[src/rtl/mem_stage_pkg.sv]
// Shared widths, bus layouts and state encoding for the memory-access stage.
package mem_stage_pkg;

  localparam int unsigned ES_TO_MS_BUS_WD = 166;
  localparam int unsigned MS_TO_WS_BUS_WD = 126;
  localparam int unsigned STALL_BUS_WD    = 10;
  localparam int unsigned FORWARD_BUS_WD  = 33;
  localparam int unsigned LOAD_OP_WD      = 7;

  // One-hot load_op bit positions: {lb, lbu, lh, lhu, lw, lwl, lwr}
  localparam int unsigned LD_LB  = 6;
  localparam int unsigned LD_LBU = 5;
  localparam int unsigned LD_LH  = 4;
  localparam int unsigned LD_LHU = 3;
  localparam int unsigned LD_LW  = 2;
  localparam int unsigned LD_LWL = 1;
  localparam int unsigned LD_LWR = 0;

  typedef struct packed {
    logic [31:0]           badvaddr;
    logic                  bd;
    logic                  exc;
    logic [7:0]            exc_type;
    logic                  eret_flush;
    logic                  cp0_wen;
    logic                  res_from_cp0;
    logic [7:0]            cp0_addr;
    logic [3:0]            gr_we;
    logic [4:0]            dest;
    logic [LOAD_OP_WD-1:0] load_op;
    logic                  mem_req;
    logic [31:0]           rt_value;
    logic [31:0]           alu_result;
    logic [31:0]           pc;
  } es_to_ms_t;

  typedef struct packed {
    logic [31:0] badvaddr;
    logic        bd;
    logic        exc;
    logic [7:0]  exc_type;
    logic        eret_flush;
    logic        cp0_wen;
    logic        res_from_cp0;
    logic [7:0]  cp0_addr;
    logic [3:0]  gr_we;
    logic [4:0]  dest;
    logic [31:0] mem_alu_result;
    logic [31:0] pc;
  } ms_to_ws_t;

  typedef enum logic {
    S_IDLE    = 1'b0,
    S_DISCARD = 1'b1
  } discard_state_t;

endpackage

[src/rtl/mem_load_align.sv]
// Load data alignment, sign/zero extension and LWL/LWR byte merge.
module mem_load_align
  import mem_stage_pkg::*;
(
  input  logic [LOAD_OP_WD-1:0] load_op,
  input  logic [1:0]            addr,
  input  logic [31:0]           rdata,
  input  logic [31:0]           rt_value,
  input  logic [3:0]            gr_we_in,
  output logic [31:0]           result,
  output logic [3:0]            gr_we_out
);

  logic [4:0]  lwl_sh;
  logic [4:0]  lwr_sh;
  logic [7:0]  byte_sel;
  logic [15:0] half_sel;
  logic [31:0] lwl_mask;
  logic [31:0] lwr_mask;
  logic [31:0] lwl_data;
  logic [31:0] lwr_data;

  // Select addressed byte/half and build the partial-word merges
  always_comb begin
    lwl_sh    = {~addr, 3'b000};
    lwr_sh    = {addr, 3'b000};
    byte_sel  = 8'(rdata >> lwr_sh);
    half_sel  = addr[1] ? rdata[31:16] : rdata[15:0];
    lwl_mask  = 32'hFFFF_FFFF << lwl_sh;
    lwr_mask  = 32'hFFFF_FFFF >> lwr_sh;
    lwl_data  = (rdata << lwl_sh) | (rt_value & ~lwl_mask);
    lwr_data  = (rdata >> lwr_sh) | (rt_value & ~lwr_mask);
    result    = rdata;
    gr_we_out = gr_we_in;
    if (load_op[LD_LB]) begin
      result = {{24{byte_sel[7]}}, byte_sel};
    end else if (load_op[LD_LBU]) begin
      result = {24'h0, byte_sel};
    end else if (load_op[LD_LH]) begin
      result = {{16{half_sel[15]}}, half_sel};
    end else if (load_op[LD_LHU]) begin
      result = {16'h0, half_sel};
    end else if (load_op[LD_LWL]) begin
      result    = lwl_data;
      gr_we_out = 4'(4'b1111 << ~addr);
    end else if (load_op[LD_LWR]) begin
      result    = lwr_data;
      gr_we_out = 4'(4'b1111 >> addr);
    end
  end

endmodule

[src/rtl/mem_stage.sv]
// Memory-access pipeline stage: waits for/buffers SRAM load data, aligns it,
// and drops responses that belong to flushed instructions.
module mem_stage
  import mem_stage_pkg::*;
(
  input  logic                       clk,
  input  logic                       reset,
  input  logic                       flush,
  input  logic                       ws_allowin,
  output logic                       ms_allowin,
  input  logic                       es_to_ms_valid,
  input  logic [ES_TO_MS_BUS_WD-1:0] es_to_ms_bus,
  output logic                       ms_to_ws_valid,
  output logic [MS_TO_WS_BUS_WD-1:0] ms_to_ws_bus,
  input  logic                       data_sram_data_ok,
  input  logic [31:0]                data_sram_rdata,
  output logic [STALL_BUS_WD-1:0]    stall_ms_bus,
  output logic [FORWARD_BUS_WD-1:0]  forward_ms_bus,
  output logic [1:0]                 ms_exc_eret_bus
);

  logic           ms_valid;
  es_to_ms_t      ms_r;
  logic           buf_valid;
  logic [31:0]    buf_data;
  discard_state_t state;

  logic           need_resp;
  logic           data_ok_use;
  logic           ready_go;
  logic           leave;
  logic [31:0]    load_data;
  logic [31:0]    align_result;
  logic [3:0]     align_we;
  logic [3:0]     gr_we_final;
  logic [31:0]    final_result;
  ms_to_ws_t      ws_bus;

  // A response arriving while discarding belongs to a killed instruction
  assign need_resp      = ms_r.mem_req && !ms_r.exc;
  assign data_ok_use    = data_sram_data_ok && (state == S_IDLE);
  assign ready_go       = !need_resp || data_ok_use || buf_valid;
  assign ms_allowin     = !ms_valid || (ready_go && ws_allowin);
  assign ms_to_ws_valid = ms_valid && ready_go;
  assign leave          = ms_valid && ready_go && ws_allowin;
  assign load_data      = buf_valid ? buf_data : data_sram_rdata;

  mem_load_align u_align (
    .load_op   (ms_r.load_op),
    .addr      (ms_r.alu_result[1:0]),
    .rdata     (load_data),
    .rt_value  (ms_r.rt_value),
    .gr_we_in  (ms_r.gr_we),
    .result    (align_result),
    .gr_we_out (align_we)
  );

  assign gr_we_final  = ms_r.exc ? 4'b0000 : align_we;
  assign final_result = (|ms_r.load_op) ? align_result : ms_r.alu_result;

  // Repack toward write-back
  always_comb begin
    ws_bus                = '0;
    ws_bus.badvaddr       = ms_r.badvaddr;
    ws_bus.bd             = ms_r.bd;
    ws_bus.exc            = ms_r.exc;
    ws_bus.exc_type       = ms_r.exc_type;
    ws_bus.eret_flush     = ms_r.eret_flush;
    ws_bus.cp0_wen        = ms_r.cp0_wen;
    ws_bus.res_from_cp0   = ms_r.res_from_cp0;
    ws_bus.cp0_addr       = ms_r.cp0_addr;
    ws_bus.gr_we          = gr_we_final;
    ws_bus.dest           = ms_r.dest;
    ws_bus.mem_alu_result = final_result;
    ws_bus.pc             = ms_r.pc;
  end

  assign ms_to_ws_bus    = ws_bus;
  assign stall_ms_bus    = {ms_valid && (|gr_we_final), gr_we_final & {4{ms_valid}}, ms_r.dest};
  assign forward_ms_bus  = {ms_valid && ready_go, final_result};
  assign ms_exc_eret_bus = {ms_valid && ms_r.exc, ms_valid && ms_r.eret_flush};

  // Stage occupancy; flush wins over a simultaneous capture
  always_ff @(posedge clk) begin
    if (reset || flush) begin
      ms_valid <= 1'b0;
    end else if (ms_allowin) begin
      ms_valid <= es_to_ms_valid;
    end
  end

  // Instruction payload register
  always_ff @(posedge clk) begin
    if (reset) begin
      ms_r <= '0;
    end else if (es_to_ms_valid && ms_allowin && !flush) begin
      ms_r <= es_to_ms_bus;
    end
  end

  // Hold a response that arrived while write-back was stalled
  always_ff @(posedge clk) begin
    if (reset || flush) begin
      buf_valid <= 1'b0;
      buf_data  <= 32'h0;
    end else if (leave) begin
      buf_valid <= 1'b0;
    end else if (ms_valid && need_resp && data_ok_use && !ws_allowin && !buf_valid) begin
      buf_valid <= 1'b1;
      buf_data  <= data_sram_rdata;
    end
  end

  // Track one outstanding response owed to a flushed load
  always_ff @(posedge clk) begin
    if (reset) begin
      state <= S_IDLE;
    end else begin
      case (state)
        S_IDLE: begin
          if (flush && ms_valid && need_resp && !data_sram_data_ok && !buf_valid) begin
            state <= S_DISCARD;
          end
        end
        default: begin
          if (data_sram_data_ok) begin
            state <= S_IDLE;
          end
        end
      endcase
    end
  end

endmodule

[config.mk]
export PLATFORM = sky130hd
export DESIGN_NAME = mem_stage
export DESIGN_NICKNAME = d
export VERILOG_FILES = /design/src/rtl/mem_stage_pkg.sv /design/src/rtl/mem_load_align.sv /design/src/rtl/mem_stage.sv
export SDC_FILE = /design/constraint.sdc
export NUM_CORES = 1
export LEC_CHECK = 0
export ABC_AREA = 1
export BUFFER_PORTS_ARGS = -buffer_cell sky130_fd_sc_hd__buf_2
export CAP_MARGIN = 0
export CORE_MARGIN = 5
export CORE_UTILIZATION = 30
export DETAILED_ROUTE_END_ITERATION = 16
export MAX_ROUTING_LAYER = met4
export SYNTH_ARGS = -nofsm -noshare
export SYNTH_HDL_FRONTEND = slang
export SYNTH_HIERARCHICAL = 1
export SYNTH_SLANG_ARGS = --single-unit
[constraint.sdc]
create_clock -name clk -period 6.2 [get_ports clk]
set_input_delay 1.24 -clock clk [delete_from_list [all_inputs] [get_ports clk]]
set_output_delay 1.24 -clock clk [all_outputs]
set_load 0.02 [all_outputs]
==> results.md, run 1 <==
- Post-Syn Area per Cell: 5.98 µm²
- Seq/Total Area, Yosys: 31.4%
- Clk_lat worst skew: 0.54 ns
- Crit path kind: flip-flop to primary output
- Clock transition at path regs: 0.06 ns
- Die W: 217 µm
- HP Class: flip-flop to flip-flop
- Tcrit/Tclk final: 74.5%
- Setup Viol. Count Final: 0
- R2R cell count: 8
- Core Util, Final: 34.8%
- Vias in the first global route: 12566
- CP Buf/Inv Count: 4
- Switching share of power: 35.0%
- Global-route track usage on met2: 30.9%
- Setup TNS: 0 ns
- Worst-path fanout max: 18
- HPWL after DPL: 32700 µm
- Max_slew headroom: 26.8%
- Cell mode on critical path: o21ai_0
- DRC viols: 0
- Startpoint type of the worst setup path: flip-flop
- Ys Warns: 6
- H-tree depth: 1
- Clk root buf: clkbuf_16
- Post-route ant nets: 0
- FF-to-FF End: ms_r[71]
- Ys async rst share: 0%
- Cts hold-fix bufs: 0
- Via count: 13509
- Post-CTS Setup Inserts: 0
- Post-CTS Resized: 0
- R2r setup slk: 3.42 ns
- CP arrival: 3.38 ns
- Global-route usage over all layers: 18.6%
- Initial Utilization: 30.5%
- Largest net degree at the start of global routing: 197
- FP Rows: 75
- Mapped Cells: 2147
- Sw power: 1350 µW
- Routability cong.: 0.929
- Slew @ Worst Pin: 1.10 ns
- Grt ovf: 0
- Unique masters post-synth: 32
- Combinational power share: 27.2%
- DR iter-0 viols: 832
- Min-Delay Endpoint: buf_data[11]
- Total Routed Length: 45800 µm
- Die Height: 217 µm
- Slowest cell on crit path: nand2_2
- Crit path required time: 4.96 ns
- Number of synthesized flops with an enable pin: 0
- GR peak layer: met2
- Vias/cell: 4.72
- CP cell instances: clkinv_1 > nand2_2 > nor2_1 > inv_1 > o21ai_0 > o21ai_0 > o21ai_0 > inv_1 > o21ai_0 > buf_2
- Die ar.: 0.0470 mm²
- CTS buffer count: 24
- IO Pins: 377
- DR pass1 iterations: 7
- Slew Limit Fails: 0
- Synthesized flop and latch total: 201
- First-pass GRT wire length: 69600 µm
- Clock share of power: 36.0%
- Hold depth: 2
- Leakage: 0.00802 µW
- CTS tree: yes
- Max Cap Viol: 0
- M1 GR Usage: 22.3%
- Status: finished, final reports clean
- Ys flop type: dfxtp_1
- Max stage delay on crit path: 0.56 ns
- Hold_sp: buf_data[11]
- Post-Syn Nets: 2351
- Synth area leader: dfxtp_1
- Peak supply drop: 0.185 mV
- CP Capture Type: primary output
- Flop pwr share: 36.7%
- I/O Buffers: 376
- Critical path's top delay family: buffers and inverters
- Share of layout cells above drive strength 1: 19.8%
- Synth top cells by count: nand2_1, nor2_1, inv_1
- Number of antenna violations at the first check in global routing: 16
- Clk_skew: 0.0117 ns
- Most frequent cell after synthesis: nand2_1
- Met3 GRT Util: 4.43%
- Fmax: 216 MHz
- RSZ-0062 raised after global routing: false
- Tmin final: 4.62 ns
- # clock sinks: 201
- Pwr/cell area: 263 mW/mm²
- Area contributors post-synth: dfxtp_1, nand2_1, nand3_1
- Clock buffer depth: 3
- Core area: 0.0421 mm²
- Storage element area: 0.00402 mm²
- Post-synth top area share: 31.4%
- Pint: 2510 µW
- Hold Fails Final Rpt: 0
- Post-Syn Area: 0.0128 mm²
- Area delta synth->final: 14.3%
- Multi-input logic area: 0.00616 mm²
- WL per Instance: 16.0 µm
- Final net count: 2498
- Worst r2r src: buf_valid
- # fillers: 4717
## power by group through the flow
| stage | sequential (µW) | combinational, µW | clock [µW] |
|---|---|---|---|
| after floorplan | 1430 | 812 | 0 |
| after global placement | 1440 | 1050 | 0 |
| after detailed placement | 1440 | 1060 | 0 |
| after CTS | 1420 | 1060 | 1430 |
| after global routing | 1430 | 1160 | 1480 |
| final | 1420 | 1050 | 1390 |
## registers in the layout, summed over array words and instances (netlist names)
| name | flops |
|---|---|
| buf_data | 32 |
| buf_valid | 1 |
| state | 1 |
| ms_r | 76 |
| ms_to_ws_bus | 90 |
| ms_valid | 1 |
## tightest hold or removal path: stages (launching register included)
cell and delay, ns:
dfxtp_1 0.31, nand2_1 0.06, a21oi_1 0.05
## cell type report
| class | count | share of cell area [%] |
|---|---|---|
| Antenna cell | 16 | 0.273 |
| Clock buffer | 33 | 4.67 |
| Clock inverter | 8 | 0.469 |
| Inverter | 263 | 6.77 |
| Multi-Input combinational cell | 1414 | 42.0 |
| Sequential cell | 201 | 27.4 |
| Tap cell | 539 | 4.60 |
| Timing Repair Buffer | 390 | 13.8 |
## metrics by stage
| step | setup slack [ns] | hold slack, ns | total power (µW) | cell area [µm²] | std cells |
|---|---|---|---|---|---|
| global placement | 1.56 | 0.449 | 2490 | 13900 | 2807 |
| detailed placement | 1.56 | 0.453 | 2500 | 13900 | 2807 |
| finish | 1.58 | 0.460 | 3860 | 14700 | 2864 |
| floorplan | 2.05 | 0.439 | 2240 | 12800 | 2147 |
| CTS | 1.51 | 0.462 | 3910 | 14600 | 2848 |
| global route | 1.29 | 0.487 | 4060 | 14700 | 2864 |
## per-layer routing
layer	wire length [µm]	vias to the layer above
li1	-	6867
met1	19400	6115
met2	21600	457
met3	3370	70
met4	1480	0
met5	0	-
## logic make-up (layout without fill, tap and decap cells)
logic type             count (synthesis)  in the layout  share of synthesized area [%]
other                                  0             16                              0
flip-flops                           201            201                           31.4
AO/OA/AOI/OAI                        341            341                           13.7
buffers and inverters                532            694                           20.8
AND/OR/NAND/NOR                     1073           1073                           34.2
## cells in the final DEF (no fill, tap or decap), types with 2 or more instances in the layout
cell type	instances
nand2_1	581
buf_2	376
nor2_1	255
inv_1	248
nand3_1	213
a21oi_1	204
dfxtp_1	201
o21ai_0	104
clkbuf_16	25
o21ai_1	18
diode_2	16
inv_2	12
buf_4	11
nand4_1	8
nand2_2	6
clkinv_2	6
clkbuf_1	5
o211ai_1	5
nor2_4	4
nor2_2	3
clkbuf_8	3
buf_12	3
a31oi_1	2
inv_4	2
o21ai_2	2
a2bb2oi_1	2
## worst max path at each step
| stage | depth (start not counted) | slack (ns) | endpoint | from |
|---|---|---|---|---|
| 2_1_floorplan | 12 | 2.05 | ms_to_ws_bus[49] | data_sram_rdata[15] |
| 3_3_place_gp | 12 | 1.56 | forward_ms_bus[31] | data_sram_rdata[15] |
| 3_5_place_dp | 12 | 1.56 | ms_to_ws_bus[63] | data_sram_rdata[7] |
| 4_1_cts | 9 | 1.51 | ms_to_ws_bus[63] | ms_r[33] |
| 5_1_grt | 9 | 1.29 | ms_to_ws_bus[63] | ms_r[33] |
| 6_report | 10 | 1.58 | ms_to_ws_bus[39] | ms_r[100] |
No activity file was read; power rests on OpenSTA's default activity.
==> run 2, diff against run 1 <==
--- a/config.mk
+++ b/config.mk
@@ -5,7 +5,7 @@
 export SDC_FILE = /design/constraint.sdc
 export NUM_CORES = 1
 export LEC_CHECK = 0
-export ABC_AREA = 1
+export ABC_AREA = 0
 export BUFFER_PORTS_ARGS = -buffer_cell sky130_fd_sc_hd__buf_2
 export CAP_MARGIN = 0
 export CORE_MARGIN = 5
==> constraint.sdc (replaced) <==
create_clock -name clk -period 3.7 [get_ports clk]
set_input_delay 0.74 -clock clk [delete_from_list [all_inputs] [get_ports clk]]
set_output_delay 0.74 -clock clk [all_outputs]
set_load 0.02 [all_outputs]
==> run 2 against run 1 <==
Via count is 22% lower. Critical path depth shrank 2. Count of clock-buffer cells in the layout rose by 3. Clock skew up 0.016 ns. Highest routed layer unchanged.
==> results.md, run 2 <==
- Area contributors post-synth: dfxtp_1, nand2b_1, mux2i_1 (was dfxtp_1, nand2_1, nand3_1)
- Number of synthesized flops with an enable pin: 0 (unchanged)
- R2r setup slk: 1.55 ns (was 3.42 ns)
- Max Cap Viol: 0 (unchanged)
- Clock buffer depth: 3 (unchanged)
- Pwr/cell area: 423 mW/mm² (was 263 mW/mm²)
- Startpoint type of the worst setup path: flip-flop (unchanged)
- Largest register FFs: 90 (unchanged)
- Global-route usage over all layers: 16.7% (was 18.6%)
- Clk_skew: 0.0280 ns (was 0.0117 ns)
- WL per Instance: 18.8 µm (was 16.0 µm)
- Peak supply drop: 0.303 mV (was 0.185 mV)
- H-tree depth: 1 (unchanged)
- R2R cell count: 6 (was 8)
- Most frequent cell after synthesis: nand2b_1 (was nand2_1)
- Max_slew headroom: 51.8% (was 26.8%)
- Placed Cells: 2092 (was 2807)
- Post-Syn Nets: 1577 (was 2351)
- Ys Warns: 6 (unchanged)
- Die W: 216 µm (was 217 µm)
- Worst r2r src: buf_valid (unchanged)
- FF-to-FF End: ms_to_ws_bus[7] (was ms_r[71])
- HP Class: input pin to flip-flop (was flip-flop to flip-flop)
- CTS tree: yes (unchanged)
- Cts hold-fix bufs: 0 (unchanged)
- First-pass GRT wire length: 60700 µm (was 69600 µm)
- I/O Buffers: 376 (unchanged)
- Worst-path fanout max: 16 (was 18)
- Clock transition at path regs: 0.06 ns (about the same)
- HPWL after DPL: 30200 µm (was 32700 µm)
- Area delta synth->final: 18.3% (was 14.3%)
- DR iter-0 viols: 642 (was 832)
- Final net count: 1787 (was 2498)
- Ys async rst share: 0% (unchanged)
- CP arrival: 2.90 ns (was 3.38 ns)
- Synthesized flop and latch total: 201 (unchanged)
- Clk root buf: clkbuf_16 (unchanged)
- Clk_lat worst skew: 0.57 ns (was 0.54 ns)
- Initial Utilization: 30.4% (was 30.5%)
- Die ar.: 0.0467 mm² (was 0.0470 mm²)
- Die Height: 216 µm (was 217 µm)
- Via count: 10488 (was 13509)
- Tcrit/Tclk final: 98.4%
- Mapped Cells: 1373 (was 2147)
- Fmax: 275 MHz
- Routability cong.: 0.888 (was 0.929)
- Vias in the first global route: 10375 (was 12566)
- Status: finished, final reports clean (unchanged)
- Synth top cells by count: nand2b_1, mux2i_1, dfxtp_1 (was nand2_1, nor2_1, inv_1)
- Min-Delay Endpoint: state (was buf_data[11])
- CTS buffer count: 27 (was 24)
- Setup Viol. Count Final: 0 (unchanged)
- Number of antenna violations at the first check in global routing: 15 (was 16)
- Core area: 0.0419 mm² (was 0.0421 mm²)
- Seq/Total Area, Yosys: 31.6% (was 31.4%)
- Share of layout cells above drive strength 1: 36.5% (was 19.8%)
- Vias/cell: 4.87 (was 4.72)
- Post-Syn Area per Cell: 9.28 µm² (was 5.98 µm²)
- M1 GR Usage: 20.0% (was 22.3%)
- PnR worst setup slack: 0.0607 ns (was 1.58 ns)
- Grt ovf: 0 (unchanged)
- Commonest non-fill, non-tap cell in the layout: buf_2 (was nand2_1)
- Post-route ant nets: 0 (unchanged)
- Total Routed Length: 40400 µm (was 45800 µm)
- Tmin final: 3.64 ns
- Fin Hold WS: 0.387 ns (was 0.460 ns)
- Largest net degree at the start of global routing: 155 (was 197)
- Ys flop type: dfxtp_1 (unchanged)
- Unique masters post-synth: 50 (was 32)
- Post-route insts no fill: 2153 (was 2864)
- FP Rows: 75 (unchanged)
- GR peak layer: met2 (unchanged)
- Most frequent cells in the layout: buf_2, nand2b_1, mux2i_1, dfxtp_1, mux2_2 (was nand2_1, buf_2, nor2_1, inv_1, nand3_1)
- Post-Syn Area: 0.0127 mm² (was 0.0128 mm²)
- Hold_sp: data_sram_data_ok (was buf_data[11])
- DRC viols: 0 (unchanged)
- CP Capture Type: primary output (unchanged)
- Pre-CTS setup slack: 0.173 ns (was 1.56 ns)
- Slew Limit Fails: 0 (unchanged)
- # clock sinks: 201 (unchanged)
- Synth area leader: dfxtp_1 (unchanged)
- Crit path launch: buf_valid (was ms_r[100])
- Crit path kind: flip-flop to primary output (unchanged)
- Setup TNS: 0 ns (unchanged)
- IO Pins: 377 (unchanged)
- Slew @ Worst Pin: 0.723 ns (was 1.10 ns)
- Hold depth: 2 (unchanged)
- Post-synth top area share: 31.6% (was 31.4%)
- RSZ-0062 raised after global routing: false (unchanged)
- Leakage: 0.00629 µW (was 0.00802 µW)
- Hold Fails Final Rpt: 0 (unchanged)
- Met3 GRT Util: 4.51% (was 4.43%)
- Global-route track usage on met2: 27.8% (was 30.9%)
- Crit path required time: 2.96 ns (was 4.96 ns)
- DR pass1 iterations: 5 (was 7)
run 2: worst max path at each step:
| stage | slack, ns | end |
|---|---|---|
| global route | 0.001 | forward_ms_bus[24] |
| CTS | 0.0005 | forward_ms_bus[8] |
| finish | 0.06 | forward_ms_bus[14] |
| floorplan | 0.31 | ms_to_ws_bus[49] |
| global placement | 0.19 | forward_ms_bus[22] |
| detailed placement | 0.17 | ms_to_ws_bus[54] |
run 2: through the flow:
step | area, µm² | power [µW] | util (%)
after floorplan | 12700 | 3520 | -
after global placement | 14100 | 3880 | 33.7
after detailed placement | 14100 | 3890 | 33.7
after CTS | 15000 | 6480 | 35.8
after global routing | 15100 | 6670 | 36.0
final | 15100 | 6380 | 36.0
run 2: kinds of logic after synthesis:
logic type | synth area share, %
simple gates | 20.7
mux | 24.8
buf+inv | 12.4
flops | 31.6
compound gates | 10.5
run 2: final cells by class:
class | instances | area [µm²]
clock buffer | 36 | 749
antenna | 13 | 32.5
sequential | 201 | 4040
tap | 539 | 674
clock inverter | 11 | 106
multi-input combinational | 931 | 7190
timing repair buffer | 417 | 2270
inverter | 5 | 18.8
fill | 4254 | 26900
run 2: worst max-delay path, cell delays in order (launching register included):
cell and delay, ns:
dfxtp_4 0.41, buf_8 0.19, mux2_2 0.41, mux2i_1 0.32, a22o_1 0.20, a221o_1 0.19
o211ai_1 0.15, mux2_2 0.31, buf_2 0.16
run 2: metal layers:
| layer | vias to the layer above | wire [µm] |
|---|---|---|
| met5 | - | 0 |
| met4 | 0 | 1200 |
| met3 | 72 | 2990 |
| met2 | 384 | 19400 |
| met1 | 4965 | 16800 |
| li1 | 5067 | - |
run 2: report_power, final:
group          internal (µW)  leakage, µW  total (µW)  switching [µW]
sequential              2260      0.00164        2340            76.4
clock                   1490     0.000427        2540            1040
combinational            636      0.00422        1510             874
run 2: repair_timing:
| item | in CTS | in global routing |
|---|---|---|
| gates resized for setup | 7 | 9 |
| setup endpoints to repair | 48 | 38 |
| hold endpoints to repair | 0 | 0 |
| pin swaps | 0 | 0 |
| gates cloned | 0 | 0 |
| setup buffers | 1 | 0 |
